**config.mk**
```make
export PLATFORM = sky130hd
export DESIGN_NAME = bird_datapath
export DESIGN_NICKNAME = d
export VERILOG_FILES = /design/src/rtl/bird_pkg.sv /design/src/rtl/bird_datapath_sprite_scanner.sv /design/src/rtl/bird_datapath.sv
export SDC_FILE = /design/constraint.sdc
export NUM_CORES = 1
export LEC_CHECK = 0
export ABC_AREA = 1
export BUFFER_PORTS_ARGS = -buffer_cell sky130_fd_sc_hd__buf_4
export CAP_MARGIN = 0
export CORE_ASPECT_RATIO = 1.25
export CORE_UTILIZATION = 30
export CTS_CLUSTER_DIAMETER = 50
export DETAILED_ROUTE_END_ITERATION = 8
export SETUP_SLACK_MARGIN = 0.05
export SYNTH_ARGS = -nofsm -noshare
export SYNTH_HDL_FRONTEND = slang
export SYNTH_SLANG_ARGS = --single-unit
```
**constraint.sdc**
```tcl
create_clock -name clk -period 3.6 [get_ports clk]
set_clock_uncertainty 0.1 [all_clocks]
set_input_delay 0.72 -clock clk [delete_from_list [all_inputs] [get_ports clk]]
set_output_delay 0.72 -clock clk [all_outputs]
set_load 0.05 [all_outputs]
```
**src/rtl/bird_pkg.sv**
```systemverilog
// Shared types and constants for the bird sprite datapath.
package bird_pkg;

   typedef enum logic [2:0] {
      S_IDLE,
      S_UPDATE,
      S_ERASE,
      S_DRAW,
      S_DONE
   } state_t;

   localparam int unsigned SCREEN_W = 160;
   localparam int unsigned SCREEN_H = 120;

   localparam logic [2:0] COLOUR_BIRD = 3'b110;
   localparam logic [2:0] COLOUR_BG   = 3'b011;

endpackage

```
**src/rtl/bird_datapath_sprite_scanner.sv**
```systemverilog
// Square sprite scan counter: walks dx fastest, then dy; wraps after N pixels.
module sprite_scanner
   import bird_pkg::*;
#(
   parameter int unsigned SIZE_LOG2 = 2
) (
   input  logic                 clk,
   input  logic                 resetn,
   input  logic                 i_clear,
   input  logic                 i_en,
   output logic [SIZE_LOG2-1:0] o_dx,
   output logic [SIZE_LOG2-1:0] o_dy,
   output logic                 o_last
);

   localparam int unsigned CW = 2 * SIZE_LOG2;

   logic [CW-1:0] r_cnt;

   always_ff @(posedge clk) begin
      if (!resetn || i_clear)
         r_cnt <= '0;
      else if (i_en)
         r_cnt <= r_cnt + CW'(1);
   end

   assign o_dx   = r_cnt[SIZE_LOG2-1:0];
   assign o_dy   = r_cnt[CW-1:SIZE_LOG2];
   assign o_last = &r_cnt;

endmodule

```
**src/rtl/bird_datapath.sv**
```systemverilog
// Bird position register plus erase/redraw sequencer driving the VGA pixel port.
module bird_datapath
   import bird_pkg::*;
#(
   parameter logic [7:0]  BIRD_X      = 8'd40,
   parameter int unsigned SIZE_LOG2   = 2,
   parameter logic [6:0]  Y_INIT      = 7'd56,
   parameter logic [6:0]  Y_MIN       = 7'd0,
   parameter logic [6:0]  Y_MAX       = 7'd116,
   parameter logic [6:0]  RISE_STEP   = 7'd2,
   parameter logic [6:0]  FALL_STEP   = 7'd1,
   parameter logic [6:0]  HIGH_LIMIT  = 7'd10,
   parameter logic [2:0]  BIRD_COLOUR = COLOUR_BIRD,
   parameter logic [2:0]  BG_COLOUR   = COLOUR_BG
) (
   input  logic       clk,
   input  logic       resetn,
   input  logic       start,
   input  logic       rise,
   input  logic       fall,
   input  logic       draw_req,
   output logic       busy,
   output logic       draw_done,
   output logic [7:0] vga_x,
   output logic [6:0] vga_y,
   output logic [2:0] vga_colour,
   output logic       plot,
   output logic [6:0] bird_y,
   output logic       touched,
   output logic       too_high
);

   state_t r_state, w_state_next;

   logic [6:0] r_bird_y, r_old_y;
   logic       r_touched, r_last, r_plot, r_busy, r_done;
   logic [7:0] r_vga_x;
   logic [6:0] r_vga_y;
   logic [2:0] r_colour;

   logic [SIZE_LOG2-1:0] w_dx, w_dy;
   logic                 w_last, w_scan_en, w_scan_clear;
   logic [7:0]           w_y8, w_rise_lim, w_fall8;
   logic [6:0]           w_new_y, w_base_y, w_pix_y;
   logic [7:0]           w_pix_x;
   logic                 w_new_touched, w_gen_erase, w_gen_draw;

   assign w_scan_en    = (r_state == S_UPDATE) || (r_state == S_ERASE) || (r_state == S_DRAW);
   assign w_scan_clear = (r_state == S_IDLE);

   sprite_scanner #(.SIZE_LOG2(SIZE_LOG2)) u_scan (
      .clk     (clk),
      .resetn  (resetn),
      .i_clear (w_scan_clear),
      .i_en    (w_scan_en),
      .o_dx    (w_dx),
      .o_dy    (w_dy),
      .o_last  (w_last)
   );

   always_comb begin
      w_state_next = r_state;
      unique case (r_state)
         S_IDLE:   if (draw_req) w_state_next = S_UPDATE;
         S_UPDATE: w_state_next = S_ERASE;
         S_ERASE:  if (r_last) w_state_next = S_DRAW;
         S_DRAW:   if (r_last) w_state_next = S_DONE;
         S_DONE:   w_state_next = S_IDLE;
         default:  w_state_next = S_IDLE;
      endcase
   end

   assign w_y8       = {1'b0, r_bird_y};
   assign w_rise_lim = {1'b0, Y_MIN} + {1'b0, RISE_STEP};
   assign w_fall8    = w_y8 + {1'b0, FALL_STEP};

   always_comb begin
      w_new_y       = r_bird_y;
      w_new_touched = r_touched;
      if (start) begin
         w_new_y       = Y_INIT;
         w_new_touched = 1'b0;
      end else if (rise) begin
         if (w_y8 < w_rise_lim) begin
            w_new_y       = Y_MIN;
            w_new_touched = 1'b1;
         end else begin
            w_new_y       = r_bird_y - RISE_STEP;
            w_new_touched = 1'b0;
         end
      end else if (fall) begin
         if (w_fall8 >= {1'b0, Y_MAX}) begin
            w_new_y       = Y_MAX;
            w_new_touched = 1'b1;
         end else begin
            w_new_y       = w_fall8[6:0];
            w_new_touched = 1'b0;
         end
      end
   end

   // Pixel registers are loaded one cycle ahead of the state that shows them:
   // UPDATE loads the first erase pixel, the last ERASE cycle loads the first draw pixel.
   assign w_gen_erase = (r_state == S_UPDATE) || ((r_state == S_ERASE) && !r_last);
   assign w_gen_draw  = ((r_state == S_ERASE) && r_last) || ((r_state == S_DRAW) && !r_last);
   assign w_base_y    = (w_gen_draw || (r_state == S_UPDATE)) ? r_bird_y : r_old_y;
   assign w_pix_x     = BIRD_X + {{(8 - SIZE_LOG2){1'b0}}, w_dx};
   assign w_pix_y     = w_base_y + {{(7 - SIZE_LOG2){1'b0}}, w_dy};

   always_ff @(posedge clk) begin
      if (!resetn) begin
         r_state   <= S_IDLE;
         r_bird_y  <= Y_INIT;
         r_old_y   <= Y_INIT;
         r_touched <= 1'b0;
         r_last    <= 1'b0;
         r_plot    <= 1'b0;
         r_busy    <= 1'b0;
         r_done    <= 1'b0;
         r_vga_x   <= '0;
         r_vga_y   <= '0;
         r_colour  <= '0;
      end else begin
         r_state <= w_state_next;
         r_last  <= w_last && w_scan_en;
         r_busy  <= (w_state_next == S_UPDATE) || (w_state_next == S_ERASE) ||
                    (w_state_next == S_DRAW);
         r_done  <= (w_state_next == S_DONE);
         if (r_state == S_UPDATE) begin
            r_old_y   <= r_bird_y;
            r_bird_y  <= w_new_y;
            r_touched <= w_new_touched;
         end
         r_plot <= w_gen_erase || w_gen_draw;
         if (w_gen_erase || w_gen_draw) begin
            r_vga_x  <= w_pix_x;
            r_vga_y  <= w_pix_y;
            r_colour <= w_gen_draw ? BIRD_COLOUR : BG_COLOUR;
         end
      end
   end

   assign busy       = r_busy;
   assign draw_done  = r_done;
   assign plot       = r_plot;
   assign vga_x      = r_vga_x;
   assign vga_y      = r_vga_y;
   assign vga_colour = r_colour;
   assign bird_y     = r_bird_y;
   assign touched    = r_touched;
   assign too_high   = (r_bird_y <= HIGH_LIMIT);

endmodule

```
==> run_results.csv <==
group,metric,value,unit
power_and_ir_drop,p_per_area,477.2,mW/mm²
clock_tree,cts.sinks,38,
logic_synthesis,netlist_area,0.002137,mm²
clock_tree,clk_latency,290,ps
floorplanning,die_area,0.007467,mm²
detailed_routing,wl_per_cell,11.64,µm
logic_synthesis,synth_area_leader_cell,"dfxtp_1",
detailed_routing,firstDrtPassIters,4,
sta,finalCritPeriodShare,0.7776,
placed_design,gp_congestion,0.8669,
global_routing,grt_max_degree,22,
floorplanning,core,0.006934,mm²
detailed_routing,drc,0,
logic_synthesis,synth_area_leaders,"dfxtp_1, nand2_1, inv_1",
sta,finalSetupViolations,0,
global_routing,grt_use_met2,0.2618,
clock_tree,clkTransAtPathRegs,80,ps
logic_synthesis,seq_area_frac_synth,0.3560,
power_and_ir_drop,finalPower,1.189,mW
global_routing,grt_pass1_wl,8.390,mm
detailed_routing,via_count,1935,
clock_tree,cts_resized,0,
clock_tree,tritoncts,"yes",
detailed_routing,ant_nets,0,
worst_setup_path,start_kind,"flop",
sta,maxSlewHeadroom,0.5328,
floorplanning,io_pins,36,
logic_synthesis,synth_cell_types,35,
final_layout,fillers,754,
final_layout,syn_to_final_growth,16.57,%
power_and_ir_drop,total_leakage_power,1.174,nW
global_routing,overflow,0,
sta,hold_viol,0,
clock_tree,hold_buffers,0,
final_layout,drive_above_1_share,0.1748,
global_routing,track_usage,0.1431,
final_layout,final_common_cell,"nand2_1",
global_routing,gr-usage-met3,0.02654,
global_routing,grt_pass1_vias,1818,
clock_tree,post_cts_buffers,0,
power_and_ir_drop,peakVddDrop,0.1466,mV
logic_synthesis,syn_area_per_cell,7.124,µm²
clock_tree,cts_root_buffer,"clkbuf_8",
logic_synthesis,synthCells,300,
final_layout,multi_input_area,0.001131,mm²
final_layout,regArea,760.7,µm²
sta,rsz0062_at_grt,"false",
floorplanning,start_util,0.3082,
run_status,status,"finished clean",
worst_setup_path,cp_max_fo,8,
clock_tree,clockBufferDepth,2,
final_layout,diodes,0,
global_routing,antenna_found_initial,0,
detailed_routing,initialDrtViolationCount,93,
job,cap_violations,0,
logic_synthesis,synth_top_area_frac,0.3560,
detailed_routing,finalWirelength,4.843,mm
final_layout,num-nets-final,340,
clock_tree,cts_made_buffers,5,
final_layout,layout_common_cells,"nand2_1, dfxtp_1, inv_1",
sta,fin_tns_setup,0,ps
sta,fin_crit,2799,ps
worst_setup_path,arrival,1980,ps
detailed_routing,via_per_inst,4.651,
global_routing,busiest_layer,"met2",
sta,hold_ws,352.8,ps
worst_setup_path,critPathKind,"flop to output pin",
placed_design,hpwl,3.599,mm
global_routing,use_met1,0.1643,
sta,slew_violations,0,
worst_setup_path,required,2780,ps
logic_synthesis,yosysWarnings,0,
logic_synthesis,ys_ff_latch,38,
worst_setup_path,cp-end-kind,"output pin",
floorplanning,fp.dieW,77.49,µm
sta,worst_pin_slew,700.0,ps
clock_tree,cts_max_level,2,
worst_hold_path,hp-class,"flop to flop",
floorplanning,rows,34,
sta,fmax,357.2,MHz
placed_design,numPortBuffers,31,
floorplanning,chipHeight,96.37,µm
-- sequential cells by signal, summed over array words and instances (netlist names) --
name and cells:
bird_y 7, r_old_y 7, vga_y 7, u_scan.r_cnt 4
r_state 3, vga_colour 3, vga_x 2, busy 1
draw_done 1, plot 1, r_last 1, touched 1
-- cells in the mapped netlist --
cell	n
dfxtp_1	38
fa_1	1
buf_1	1
a21boi_0	1
nor2_2	4
a21oi_2	1
ha_1	7
inv_2	2
nor3_1	4
nand3b_1	6
or2_2	1
buf_4	7
nand2_1	65
xnor2_1	1
nor3_2	1
nand4_1	5
nand3_2	3
inv_1	33
a21oi_1	24
o211ai_1	5
buf_2	2
nor4_1	3
a31oi_1	2
nor2_4	1
xor2_1	5
conb_1	1
buf_6	4
o21ai_0	19
nand2_2	5
nand3_1	20
clkbuf_1	1
nor2_1	23
inv_4	1
o21bai_1	2
clkinv_1	1
-- where the power goes --
| part | leakage, nW | internal [mW] | total (mW) | switching [mW] |
|---|---|---|---|---|
| sequential | 0.311 | 0.455 | 0.480 | 0.0248 |
| combinational | 0.806 | 0.0958 | 0.330 | 0.234 |
| clock | 0.0573 | 0.222 | 0.379 | 0.157 |
-- metrics by stage --
stage | utilization | setup slack [ps] | area (µm²) | std cells
after CTS | 0.3593 | 799.8 | 2491 | 416
after global placement | 0.3430 | 1121 | 2379 | 409
after detailed placement | 0.3430 | 1027 | 2379 | 409
after floorplan | - | 676.1 | 2148 | 303
after global routing | 0.3593 | 682.5 | 2491 | 416
final | 0.3593 | 800.8 | 2491 | 416
-- critical path, stage by stage (launching register included) --
cell,delay (ps)
dfxtp_1,540
inv_1,160
ha_1,230
or2_2,310
a21oi_1,160
nor3_1,80
buf_4,200
-- path summary, 6_finish.rpt --
path	endpoint	from	cells after the start	slack, ps
worst max register to register	vga_y[5]	r_state[2]	12	1060
worst min register to register	r_old_y[1]	r_old_y[1]	2	350
worst min-delay path	r_old_y[1]	r_old_y[1]	2	350
worst max-delay path	too_high	bird_y[2]	6	800
-- layout make-up --
class                   count  area share
multi-input cells         213      0.4540
well taps                  90     0.04520
clock buffers               6     0.03315
repair buffers             31     0.09342
inverters                  37     0.05676
flip-flops and latches     38      0.3054
clock inverters             1     0.01205
-- cell families (layout without fill, tap and decap cells) --
| group | after synthesis | in the layout | synth area share |
|---|---|---|---|
| simple gates | 141 | 141 | 0.3085 |
| compound gates | 54 | 54 | 0.1388 |
| buf+inv | 52 | 75 | 0.1200 |
| flops | 38 | 38 | 0.3560 |
| fa+ha+maj | 8 | 8 | 0.05035 |
| xor+xnor | 6 | 6 | 0.02459 |
| other cells | 1 | 4 | 0.001755 |
-- metal layers --
metal / part of all wire / vias to the layer above
li1: - / 1023
met1: 0.46 / 866
met2: 0.48 / 38
met3: 0.034 / 8
met4: 0.017 / 0
met5: 0 / -
No activity file was read; power rests on OpenSTA's default activity.
